===== src/rtl/wtm_seq10_if.sv =====
// rtl/wtm_seq10_if.sv - operand/result handshake bundle for the 10x10 multiply sequencer
interface wtm_seq10_if;
    logic        in_valid;
    logic        in_ready;
    logic [9:0]  a;
    logic [9:0]  b;
    logic        out_valid;
    logic        out_ready;
    logic [19:0] product;
    logic        busy;

    modport master (
        output in_valid, a, b, out_ready,
        input  in_ready, out_valid, product, busy
    );

    modport slave (
        input  in_valid, a, b, out_ready,
        output in_ready, out_valid, product, busy
    );
endinterface


===== src/rtl/wtm_seq10.sv =====
// rtl/wtm_seq10.sv - 10x10 multiply built from four passes through one 5x5 Wallace-tree multiplier
module wtm (
    input  logic [4:0] a,
    input  logic [4:0] b,
    output logic [9:0] result,
    output logic       cout
);
    logic [10:0] pp [5];
    logic [10:0] s1, c1, s2, c2, s3, c3, sum;

    // partial products, one row per multiplier bit
    always_comb begin
        for (int i = 0; i < 5; i++) begin
            pp[i] = b[i] ? ({6'b0, a} << i) : 11'd0;
        end
    end

    // three carry-save levels reduce five rows to two, then one carry-propagate add
    assign s1  = pp[0] ^ pp[1] ^ pp[2];
    assign c1  = ((pp[0] & pp[1]) | (pp[0] & pp[2]) | (pp[1] & pp[2])) << 1;
    assign s2  = s1 ^ c1 ^ pp[3];
    assign c2  = ((s1 & c1) | (s1 & pp[3]) | (c1 & pp[3])) << 1;
    assign s3  = s2 ^ c2 ^ pp[4];
    assign c3  = ((s2 & c2) | (s2 & pp[4]) | (c2 & pp[4])) << 1;
    assign sum = s3 + c3;

    assign result = sum[9:0];
    assign cout   = sum[10];
endmodule

module wtm_seq10 #(
    parameter bit ZERO_SKIP = 1'b1
) (
    input  logic          clock,
    input  logic          resetn,
    wtm_seq10_if.slave    bus
);
    typedef enum logic [1:0] {
        IDLE = 2'd0,
        MUL  = 2'd1,
        DONE = 2'd2
    } state_t;

    state_t      state_q, state_d;
    logic [1:0]  pass_q, pass_d;
    logic [9:0]  ra_q, ra_d;
    logic [9:0]  rb_q, rb_d;
    logic [19:0] acc_q, acc_d;
    logic [19:0] product_q, product_d;
    logic        out_valid_q, out_valid_d;

    logic        accept;
    logic        zero_op;
    logic [4:0]  w_a, w_b;
    logic [9:0]  w_result;
    logic        w_cout_unused;
    logic [19:0] partial;

    assign bus.in_ready  = (state_q == IDLE) || (state_q == DONE && bus.out_ready);
    assign bus.busy      = (state_q == MUL);
    assign bus.out_valid = out_valid_q;
    assign bus.product   = product_q;

    assign accept  = bus.in_valid && bus.in_ready;
    assign zero_op = ZERO_SKIP && (bus.a == 10'd0 || bus.b == 10'd0);

    // select the operand halves for the current pass
    always_comb begin
        w_a = ra_q[4:0];
        w_b = rb_q[4:0];
        case (pass_q)
            2'd1:    w_a = ra_q[9:5];
            2'd2:    w_b = rb_q[9:5];
            2'd3:    begin w_a = ra_q[9:5]; w_b = rb_q[9:5]; end
            default: ;
        endcase
    end

    // the 5x5 product never exceeds 10 bits, so its carry-out carries no information
    wtm u_wtm (
        .a      (w_a),
        .b      (w_b),
        .result (w_result),
        .cout   (w_cout_unused)
    );

    // align the pass product to its weight in the 20-bit result
    always_comb begin
        partial = {10'b0, w_result};
        case (pass_q)
            2'd1, 2'd2: partial = {5'b0, w_result, 5'b0};
            2'd3:       partial = {w_result, 10'b0};
            default:    ;
        endcase
    end

    // next-state: run passes, hold the result until taken, and latch new operands on accept
    always_comb begin
        state_d     = state_q;
        pass_d      = pass_q;
        ra_d        = ra_q;
        rb_d        = rb_q;
        acc_d       = acc_q;
        product_d   = product_q;
        out_valid_d = out_valid_q;

        case (state_q)
            MUL: begin
                acc_d  = acc_q + partial;
                pass_d = pass_q + 2'd1;
                if (pass_q == 2'd3) begin
                    product_d   = acc_q + partial;
                    out_valid_d = 1'b1;
                    state_d     = DONE;
                end
            end
            DONE: begin
                if (bus.out_ready) begin
                    out_valid_d = 1'b0;
                    state_d     = IDLE;
                end
            end
            default: ;
        endcase

        // an accept in DONE coincides with the handoff above and overrides its next state
        if (accept) begin
            ra_d   = bus.a;
            rb_d   = bus.b;
            acc_d  = 20'd0;
            pass_d = 2'd0;
            if (zero_op) begin
                product_d   = 20'd0;
                out_valid_d = 1'b1;
                state_d     = DONE;
            end else begin
                out_valid_d = 1'b0;
                state_d     = MUL;
            end
        end
    end

    // state and datapath registers; reset discards any in-flight multiply
    always_ff @(posedge clock or negedge resetn) begin
        if (!resetn) begin
            state_q     <= IDLE;
            pass_q      <= 2'd0;
            ra_q        <= 10'd0;
            rb_q        <= 10'd0;
            acc_q       <= 20'd0;
            product_q   <= 20'd0;
            out_valid_q <= 1'b0;
        end else begin
            state_q     <= state_d;
            pass_q      <= pass_d;
            ra_q        <= ra_d;
            rb_q        <= rb_d;
            acc_q       <= acc_d;
            product_q   <= product_d;
            out_valid_q <= out_valid_d;
        end
    end
endmodule


===== src/flat_wrapper.sv =====
// flat-port wrapper written by rule: the top's interface ports become plain ports
module wtm_seq10_flat 
#(
    parameter bit ZERO_SKIP = 1'b1
)
  (clock, resetn, bus_in_valid, bus_a, bus_b, bus_out_ready, bus_in_ready, bus_out_valid, bus_product, bus_busy);
  wtm_seq10_if bus_i ();
  input  logic clock;
  input  logic resetn;
  input wire logic [$bits(bus_i.in_valid)-1:0] bus_in_valid;
  input wire logic [$bits(bus_i.a)-1:0] bus_a;
  input wire logic [$bits(bus_i.b)-1:0] bus_b;
  input wire logic [$bits(bus_i.out_ready)-1:0] bus_out_ready;
  output wire logic [$bits(bus_i.in_ready)-1:0] bus_in_ready;
  output wire logic [$bits(bus_i.out_valid)-1:0] bus_out_valid;
  output wire logic [$bits(bus_i.product)-1:0] bus_product;
  output wire logic [$bits(bus_i.busy)-1:0] bus_busy;
  assign bus_i.in_valid = bus_in_valid;
  assign bus_i.a = bus_a;
  assign bus_i.b = bus_b;
  assign bus_i.out_ready = bus_out_ready;
  assign bus_in_ready = bus_i.in_ready;
  assign bus_out_valid = bus_i.out_valid;
  assign bus_product = bus_i.product;
  assign bus_busy = bus_i.busy;
  wtm_seq10 #(.ZERO_SKIP(ZERO_SKIP)) u_core (.clock(clock), .resetn(resetn), .bus(bus_i));
endmodule

===== config.mk =====
export PLATFORM = sky130hd
export DESIGN_NAME = wtm_seq10_flat
export DESIGN_NICKNAME = d
export VERILOG_FILES = /design/src/rtl/wtm_seq10_if.sv /design/src/rtl/wtm_seq10.sv /design/src/flat_wrapper.sv
export SDC_FILE = /design/constraint.sdc
export NUM_CORES = 1
export LEC_CHECK = 0
export BUFFER_PORTS_ARGS = -buffer_cell sky130_fd_sc_hd__buf_4
export CORE_MARGIN = 5
export CORE_UTILIZATION = 30
export CTS_CLUSTER_SIZE = 20
export DETAILED_ROUTE_END_ITERATION = 10
export PLACE_DENSITY = 0.48
export RECOVER_POWER = 25
export REMOVE_ABC_BUFFERS = 1
export SYNTH_ARGS = -nofsm -noshare
export SYNTH_HDL_FRONTEND = slang
export SYNTH_SLANG_ARGS = --single-unit

===== constraint.sdc =====
create_clock -name clock -period 10.4 [get_ports clock]
set_input_delay 2.08 -clock clock [delete_from_list [all_inputs] [get_ports clock]]
set_output_delay 2.08 -clock clock [all_outputs]
set_load 0.1 [all_outputs]

==> results.md, run 1 <==
- Ys async rst share: between 90% and 100%
- DRT Pass-1 Iters: 4
- Routed wire per std cell: around 15 µm
- #FFs+latches synth: between 60 and 70
- Ratio of cells with drive above 1 in the final layout: approximately 15%
- Hold_buf cts: 0
- Max_cap viols: 1
- Clk root buf: clkbuf_16
- Final Setup Violations: 0
- Critical Path Fanout Max: 12
- Post-synthesis sequential area ratio: a little over a third
- Dominant cell type by area after synthesis: dfrtp_1
- Worst endpoint required time: between 10 and 15 ns
- DRT antenna net count: 0
- Die W: around 130 µm
- Hold/Removal Path Class: reg2reg
- CP Launch Type: flop
- CP Capture Type: flop
- Post-CTS resize count: 0
- Initial core utilization: a little under a third
- Die ar.: roughly 17000 µm²
- Diode count: 0
- Max Buffers Root-to-Sink: 2
- Num CTS Buffers: 9
- Worst Skew: 0.00624 ns
- Clock Sinks: 64
- Final Hold Viols: 0
- Post-synth top area share: a little over a third
- Synth-to-Final Area Change: 18.7%
- Syn. warnings: 0
- F_max: between 100 and 150 MHz
- Vias in the first global route: 3822
- Worst EP arrival: slightly above 7 ns
- Max transition margin: -137%
- H-tree Lvls: 3
- Period Utilization, post-route: roughly 66%
- Commonest non-fill, non-tap cell in the layout: nand2_1
- Post-synthesis cell count: 527
- Reg clk slew, reported paths: 0.06 ns
- # IOs: 47
- Initial antenna violation count: 0
- Most frequent cells in the layout: nand2_1, dfrtp_1, buf_4
- WP buf/inv: 1
- Synth top area cells: dfrtp_1, nand2_1, ha_1
- Measured slew at the worst slew-check pin: about 3.6 ns
- GP Congestion: between 0.9 and 1
- Post-synth top flop: dfrtp_1
- Initial DRC count: between 300 and 400
- Via count: about 3700
- Row Count: 44
- First-pass GRT wire length: slightly below 20 mm
- Max-slew violations: 65
- Tmin final: roughly 6.8 ns
- Core Area: ~15000 µm²
- Number of port buffers: 46
- Mapped cell area: roughly 4500 µm²
- Largest net degree at the start of global routing: 65
- Post-synth EDFFs: 0
- Slowest CP cell: fa_1
- Most frequent CP cell: fa_1
- Critical path class: reg2reg
- Residual DRC: 0
- Remaining Overflow, GRT: 0
- Nets@finish: between 600 and 700
- Syn_area_per_cell: ~8.5 µm²
- Yosys cell types: just under 50
- Total wire length: between 10 and 15 mm
- RSZ-0062 raised after global routing: no
- Max incr delay on CP: about 0.54 ns
- Crit-path cells: ha_1, nor2_1, mux2i_1, or2_2, fa_1, fa_1, fa_1, inv_1, ha_1, fa_1, a21o_1, a21oi_1, xnor2_1, nand2_1, o21ai_0, ha_1, a21o_1, a41o_1, a21oi_1, o31a_1, o21ai_1, xnor2_1, a211oi_1
- Die Ht: ~130 µm
- Dpl hpwl: around 8.3 mm
- Status: finished, violations left
- Post-CTS Setup Inserts: 0
- Failing checks: max-capacitance violations, max-slew violations
- Crit-path leading delay family: adder cells
- GRT Resource Usage Total: 13.8%
- CTS tree: done
- Final Util: a little over a third
- TNS Setup: 0 ns
- Vias per cell: 4.97
- Worst skew pair latency: roughly 0.34 ns
## Yosys cell counts (3+ instances only)
library cell	n
xor2_1	11
o21ai_0	34
inv_1	21
nand2_1	115
nor3_1	3
nand3_1	22
o211ai_1	3
a21oi_1	29
o21ai_1	3
a22oi_1	4
clkbuf_1	22
o22ai_1	4
mux2i_1	11
o21a_1	3
or2_2	16
nand2b_1	4
and2_1	10
xnor2_1	10
nor2_1	45
or4_1	3
a211oi_1	9
ha_1	32
dfrtp_1	64
fa_1	13
a21o_1	4
## logic make-up after synthesis
family	count (synthesis)	share of synthesized area [%]
buf+inv	46	4.06
compound gates	113	16.2
mux	11	2.47
fa+ha+maj	45	14.8
flops	64	35.9
simple gates	227	22.5
xor+xnor	21	4.12
## tightest hold or removal path: cells and delay by family, from the launching register on
family / cells / cell delay [ns]
DFF: 1 / 0.34
and+or+nand+nor: 2 / 0.10
## state kept, by name (all words and copies together), names as in the netlist
register              cells
u_core.bus.out_valid      1
u_core.ra_q              10
u_core.acc_q             20
u_core.bus.product       20
u_core.rb_q              10
u_core.pass_q             2
u_core.state_q            1
## layer usage
metal / vias to the layer above / track usage, % / routed length (µm)
met5: - / 0 / 0
met4: 0 / 4.51 / 157
met3: 13 / 3.24 / 519
met2: 76 / 21.6 / 5190
met1: 1773 / 18.8 / 5580
li1: 1873 / - / -
## cell type report
type / instances / area [µm²]
clock buffer: 9 / 225
timing repair buffer: 49 / 364
clock inverter: 7 / 120
sequential: 64 / 1600
multi-input combinational: 417 / 2680
tap: 184 / 230
inverter: 21 / 78.8
fill: 1504 / 9290
## final timing paths
check                                 start                      to  slack [ns]  cells after the start
max in group asynchronous            resetn        u_core.acc_q[17]        5.44                      1
max                        u_core.pass_q[0]  u_core.bus.product[19]        3.58                     23
min in group asynchronous            resetn  u_core.bus.product[14]        2.94                      1
max reg2reg                u_core.pass_q[0]  u_core.bus.product[19]        3.58                     23
min reg2reg                  u_core.rb_q[7]          u_core.rb_q[7]        0.47                      2
min                          u_core.rb_q[7]          u_core.rb_q[7]        0.47                      2
## stage by stage
step	instance area (µm²)	worst slack, ns	hold slack, ns	std cells
3_5_place_dp	4960	3.67	0.462	735
5_1_grt	5300	3.08	0.507	751
2_1_floorplan	4360	4.42	0.445	502
3_3_place_gp	4960	3.83	0.469	735
6_report	5300	3.58	0.475	751
4_1_cts	5310	3.59	0.477	751
Power of run 1 is not shown: default switching activity piles up to over one toggle a cycle in this logic, so the estimate is an artifact.
==> run 2, diff against run 1 <==
Settings changed: ABC_AREA from default to 1.
Clock period 10.4 ns to 7.1 ns, I/O delays scaled along.
==> run 2 against run 1 <==
Compared with the run above: final cell count up 27%; hold slack better by 0.014 ns; via count up 16%; critical path depth up 5; final area up 7.3%; critical path type unchanged; the flow still finishes with violations (max-capacitance violations, max-slew violations); first-iteration DRC count down 15%; synthesized cell count up 31%; highest routed layer unchanged.
==> results.md, run 2 <==
- Synth-to-Final Area Change: 17.9%
- Reg2reg start: u_core.pass_q[1]
- Failing checks: max-capacitance violations, max-slew violations
- Stages on the worst setup path: 28
- Max Buffers Root-to-Sink: 2
- Most frequent CP cell: nand2_1
- H-tree Lvls: 3
- Top cells by count, synth: nand2_1, inv_1, dfrtp_1
- Worst EP arrival: approximately 6.3 ns
- Max_cap viols: 1
- Final Util: between 30 and 40%
- Reg clk slew, reported paths: ~0.060 ns
- Final Setup Violations: 0
- Post-synthesis cell count: ~700
- Crit-path leading delay family: adder cells
- Post-synth EDFFs: 0
- #FFs+latches synth: 64
- Die Ht: roughly 140 µm
- Residual DRC: 0
- Ys async rst share: between 90% and 100%
- F_max: around 170 MHz
- Period Utilization, post-route: 85.3%
- Post-CTS Setup Inserts: 0
- Yosys cell types: 33
- Number of port buffers: 46
- # IOs: 47
- Status: finished, violations left
- Final Hold Viols: 0
- Num CTS Buffers: 9
- Ratio of cells with drive above 1 in the final layout: between 10% and 20%
- CTS tree: done
- Via count: between 4000 and 5000
- Nets@finish: approximately 810
- Syn_area_per_cell: approximately 7 µm²
- RR Endpoint: u_core.bus.product[13]
- Most frequent cells in the layout: nand2_1, inv_1, dfrtp_1
- Max transition margin: -141%
- Post-synthesis sequential area ratio: about a third
- Dpl hpwl: between 10 and 15 mm
- CP Capture Type: flop
- Hold path depth: 2
- First-pass GRT wire length: 21.8 mm
- Pre-CTS setup slack: 1.07 ns
- Initial core utilization: a little under a third
- Dominant cell type by area after synthesis: dfrtp_1
- Post-synth top flop: dfrtp_1
- Die W: 137 µm
- Total wire length: 13.2 mm
- Post-synth top area share: 33.2%
- Syn. warnings: 0
- GRT Resource Usage Total: between 15 and 20%
- Worst-case reg-to-reg path depth: 28
- Initial antenna violation count: 0
- Row Count: between 40 and 50
- Clock Sinks: 64
- Post-CTS resize count: 0
- WP buf/inv: 5
- Most common cell in the netlist: nand2_1
- Hold_buf cts: 0
- Die ar.: roughly 19000 µm²
- TNS Setup: 0 ns
- DRT antenna net count: 0
- Hold/Removal Path Class: reg2reg
- Routed wire per std cell: ~14 µm
- Remaining Overflow, GRT: 0
- Largest net degree at the start of global routing: between 60 and 70
- Measured slew at the worst slew-check pin: 3.62 ns
- RSZ-0062 raised after global routing: no
- Worst skew pair latency: roughly 0.35 ns
- Worst Skew: ~0.0084 ns
- GP Congestion: between 0.9 and 1
- Worst hold endpoint: u_core.ra_q[3]
- Diode count: 0
- Max-slew violations: 65
- Mapped cell area: slightly below 5000 µm²
- Initial DRC count: 261
- Slowest CP cell: fa_1
- Max incr delay on CP: 0.55 ns
- Synth top area cells: dfrtp_1, nand2_1, inv_1
- CP Launch Type: flop
- Vias in the first global route: about 4300
- Worst endpoint required time: ~7.3 ns
- Core Area: 15800 µm²
- Vias per cell: around 4.5
- Clk root buf: clkbuf_16
- Commonest non-fill, non-tap cell in the layout: nand2_1
- Hold_sp: u_core.ra_q[3]
- Critical Path Fanout Max: 10
- Tmin final: slightly above 6 ns
- Critical path class: reg2reg
- FF-to-FF setup slack: ~1.0 ns
- DRT Pass-1 Iters: 5
- Setup WS post-layout: approximately 1.0 ns
run 2: cell type report:
type	instances	area, µm²
sequential	64	1600
fill	1713	10100
clock inverter	7	103
inverter	130	488
multi-input combinational	483	2640
clock buffer	9	225
tap	216	270
timing repair buffer	48	357
run 2: per-layer routing:
metal  global-route usage [%]  wire [µm]  share of wire, %
met5                        0          0                 0
met3                     3.38        572               4.3
met1                     20.9       6600                50
met2                     23.6       5890                45
met4                     4.21        165               1.2
run 2: metrics by stage:
stage	hold WS, ns	std cells	cell area [µm²]
5_1_grt	0.509	957	5690
2_1_floorplan	0.449	677	4730
3_3_place_gp	0.473	941	5360
3_5_place_dp	0.474	941	5360
6_report	0.489	957	5690
4_1_cts	0.491	957	5690
run 2: worst min-delay path, stage by stage (launching register included):
cell and delay, ns:
dfrtp_1 0.35, nand2_1 0.06, nand2_1 0.05
run 2: kinds of logic after synthesis:
logic type / count (synthesis) / share of synthesized area (%)
xor+xnor: 11 / 2.00
compound gates: 92 / 10.2
mux: 1 / 0.207
buf+inv: 144 / 12.0
fa+ha+maj: 45 / 13.7
flops: 64 / 33.2
simple gates: 334 / 28.7
run 2: worst max-delay path by stage:
stage	from	endpoint
2_1_floorplan	u_core.pass_q[0]	u_core.bus.product[13]
3_3_place_gp	u_core.pass_q[0]	u_core.bus.product[13]
3_5_place_dp	u_core.pass_q[1]	u_core.bus.product[13]
4_1_cts	u_core.pass_q[1]	u_core.bus.product[13]
5_1_grt	u_core.pass_q[1]	u_core.bus.product[13]
6_report	u_core.pass_q[1]	u_core.bus.product[13]
Power of run 2 is left out for the same reason.
==> run 3, diff against run 2 <==
Settings changed: ABC_CLOCK_PERIOD_IN_PS from default to 7100, CORE_UTILIZATION 30 to 60, PLACE_DENSITY 0.48 to 0.83.
==> run 3 against run 2 <==
Compared with the run above: the run still ends with max-capacitance violations, max-slew violations left; non-clock buffer count down 1; clock skew up 0.0045 ns; final cell count down 12%; utilization rose by 34 points; first-iteration DRC count decreased by 17%; critical path depth is the same; clock-buffer cell count rose by 1; worst setup slack worse by 0.29 ns; global-route usage up 12 points; via count up 3.4%.
==> results.md, run 3 (same netlist as run 2, synthesis figures left out) <==
- Status: finished, violations left
- Failing checks: max-capacitance violations, max-slew violations
- Max incr delay on CP: approximately 0.54 ns
- Post-CTS Setup Inserts: 0
- Hold path depth: 2
- Ratio of cells with drive above 1 in the final layout: roughly 11%
- CTS tree: done
- GRT Resource Usage Total: 26.8%
- Number of port buffers: 46
- Via count: about 4500
- RR Endpoint: u_core.bus.product[13]
- Clock Sinks: between 60 and 70
- DRT Pass-1 Iters: 5
- Dpl hpwl: 9.76 mm
- Measured slew at the worst slew-check pin: about 3.4 ns
- Row Count: 32
- Most frequent cells in the layout: nand2_1, inv_1, dfrtp_1
- GP Congestion: approximately 1.0
- Critical Path Fanout Max: 10
- Reg area: between 1500 and 2000 µm²
- Post-CTS resize count: 0
- First-pass GRT wire length: approximately 21 mm
- Initial DRC count: approximately 220
- Max_cap viols: 1
- Die Ht: roughly 100 µm
- Worst endpoint required time: ~7.3 ns
- Vias per cell: 5.31
- RSZ-0062 raised after global routing: no
- Final Setup Violations: 0
- Die W: approximately 100 µm
- Routed wire per std cell: about 15 µm
- Max Buffers Root-to-Sink: 2
- H-tree Lvls: 3
- FF-to-FF setup slack: about 0.75 ns
- Core Area: about 7800 µm²
- Slowest CP cell: fa_1
- Busiest grt layer: met2
- Period Utilization, post-route: ~89%
- Max transition margin: -126%
- Multi-input gate area: ~2600 µm²
- Worst-case reg-to-reg path depth: 28
- DRT antenna net count: 0
- Reg clk slew, reported paths: approximately 0.08 ns
- Reg2reg start: u_core.pass_q[1]
- Tmin final: roughly 6.3 ns
- FILL cells: 677
- Met1 Usage GRT: ~39%
- Total wire length: between 10 and 15 mm
- Final Hold Viols: 0
- CP startpoint: u_core.pass_q[1]
- Synth-to-Final Area Change: 12.5%
- Hold_buf cts: 0
- F_max: between 150 and 200 MHz
- Worst EP arrival: around 6.6 ns
- # IOs: 47
- Worst hold endpoint: u_core.rb_q[9]
- Die ar.: 9940 µm²
- Critical path class: reg2reg
- Commonest non-fill, non-tap cell in the layout: nand2_1
- Nets@finish: about 800
- Hold/Removal Path Class: reg2reg
- Initial core utilization: 62.1%
- Global routing usage on met2: between 40% and 50%
- Clk root buf: clkbuf_8
- Residual DRC: 0
- Hold_sp: u_core.rb_q[9]
- TNS Setup: 0 ns
- GRT met3 Usage: about 6.2%
- Diode count: 0
- Num CTS Buffers: 9
- Max-slew violations: 65
- Worst skew pair latency: approximately 0.35 ns
- CP Launch Type: flop
- Largest net degree at the start of global routing: 65
- Initial antenna violation count: 0
- Worst Skew: between 0.01 and 0.015 ns
- Most frequent CP cell: nand2_1
- Vias in the first global route: around 4300
- CP Capture Type: flop
- Remaining Overflow, GRT: 0
-- run 3: how the worst max path moves through the flow --
stage	endpoint	slack [ns]
final	u_core.bus.product[13]	0.75
after detailed placement	u_core.bus.product[13]	0.92
after floorplan	u_core.bus.product[13]	1.73
after CTS	u_core.bus.product[13]	0.86
after global placement	u_core.bus.product[13]	1.18
after global routing	u_core.bus.product[13]	0.33
-- run 3: worst max-delay path, delay by kind of cell, from the launching register on --
family	cells	cell delay [ns]
XOR/XNOR	1	0.32
AND/OR/NAND/NOR	10	1.38
buffers and inverters	5	0.30
adder cells (fa/ha/maj)	7	2.75
flip-flops	1	0.38
AO/OA/AOI/OAI	5	1.08
-- run 3: stage by stage --
stage	std cells	hold slack [ns]	instance area, µm²	util [%]	setup WS, ns
2_1_floorplan	677	0.449	4730	-	1.73
3_3_place_gp	826	0.466	5210	67.1	1.18
3_5_place_dp	826	0.474	5210	67.1	0.921
4_1_cts	842	0.490	5430	70.0	0.864
5_1_grt	842	0.524	5430	69.9	0.332
6_report	842	0.486	5430	69.9	0.751
-- run 3: layout make-up --
type	count	share of cell area, %
flip-flops and latches	64	29.5
well taps	102	2.35
clock buffers	10	2.35
repair buffers	47	6.43
inverters	130	8.99
clock inverters	6	1.71
multi-input cells	483	48.7
-- run 3: routing by layer --
layer / part of all wire, % / wire length, µm
met1: 47 / 5900
met2: 44 / 5520
met5: 0 / 0
met3: 7.7 / 970
met4: 2.1 / 262
Power of run 3 is left out for the same reason.
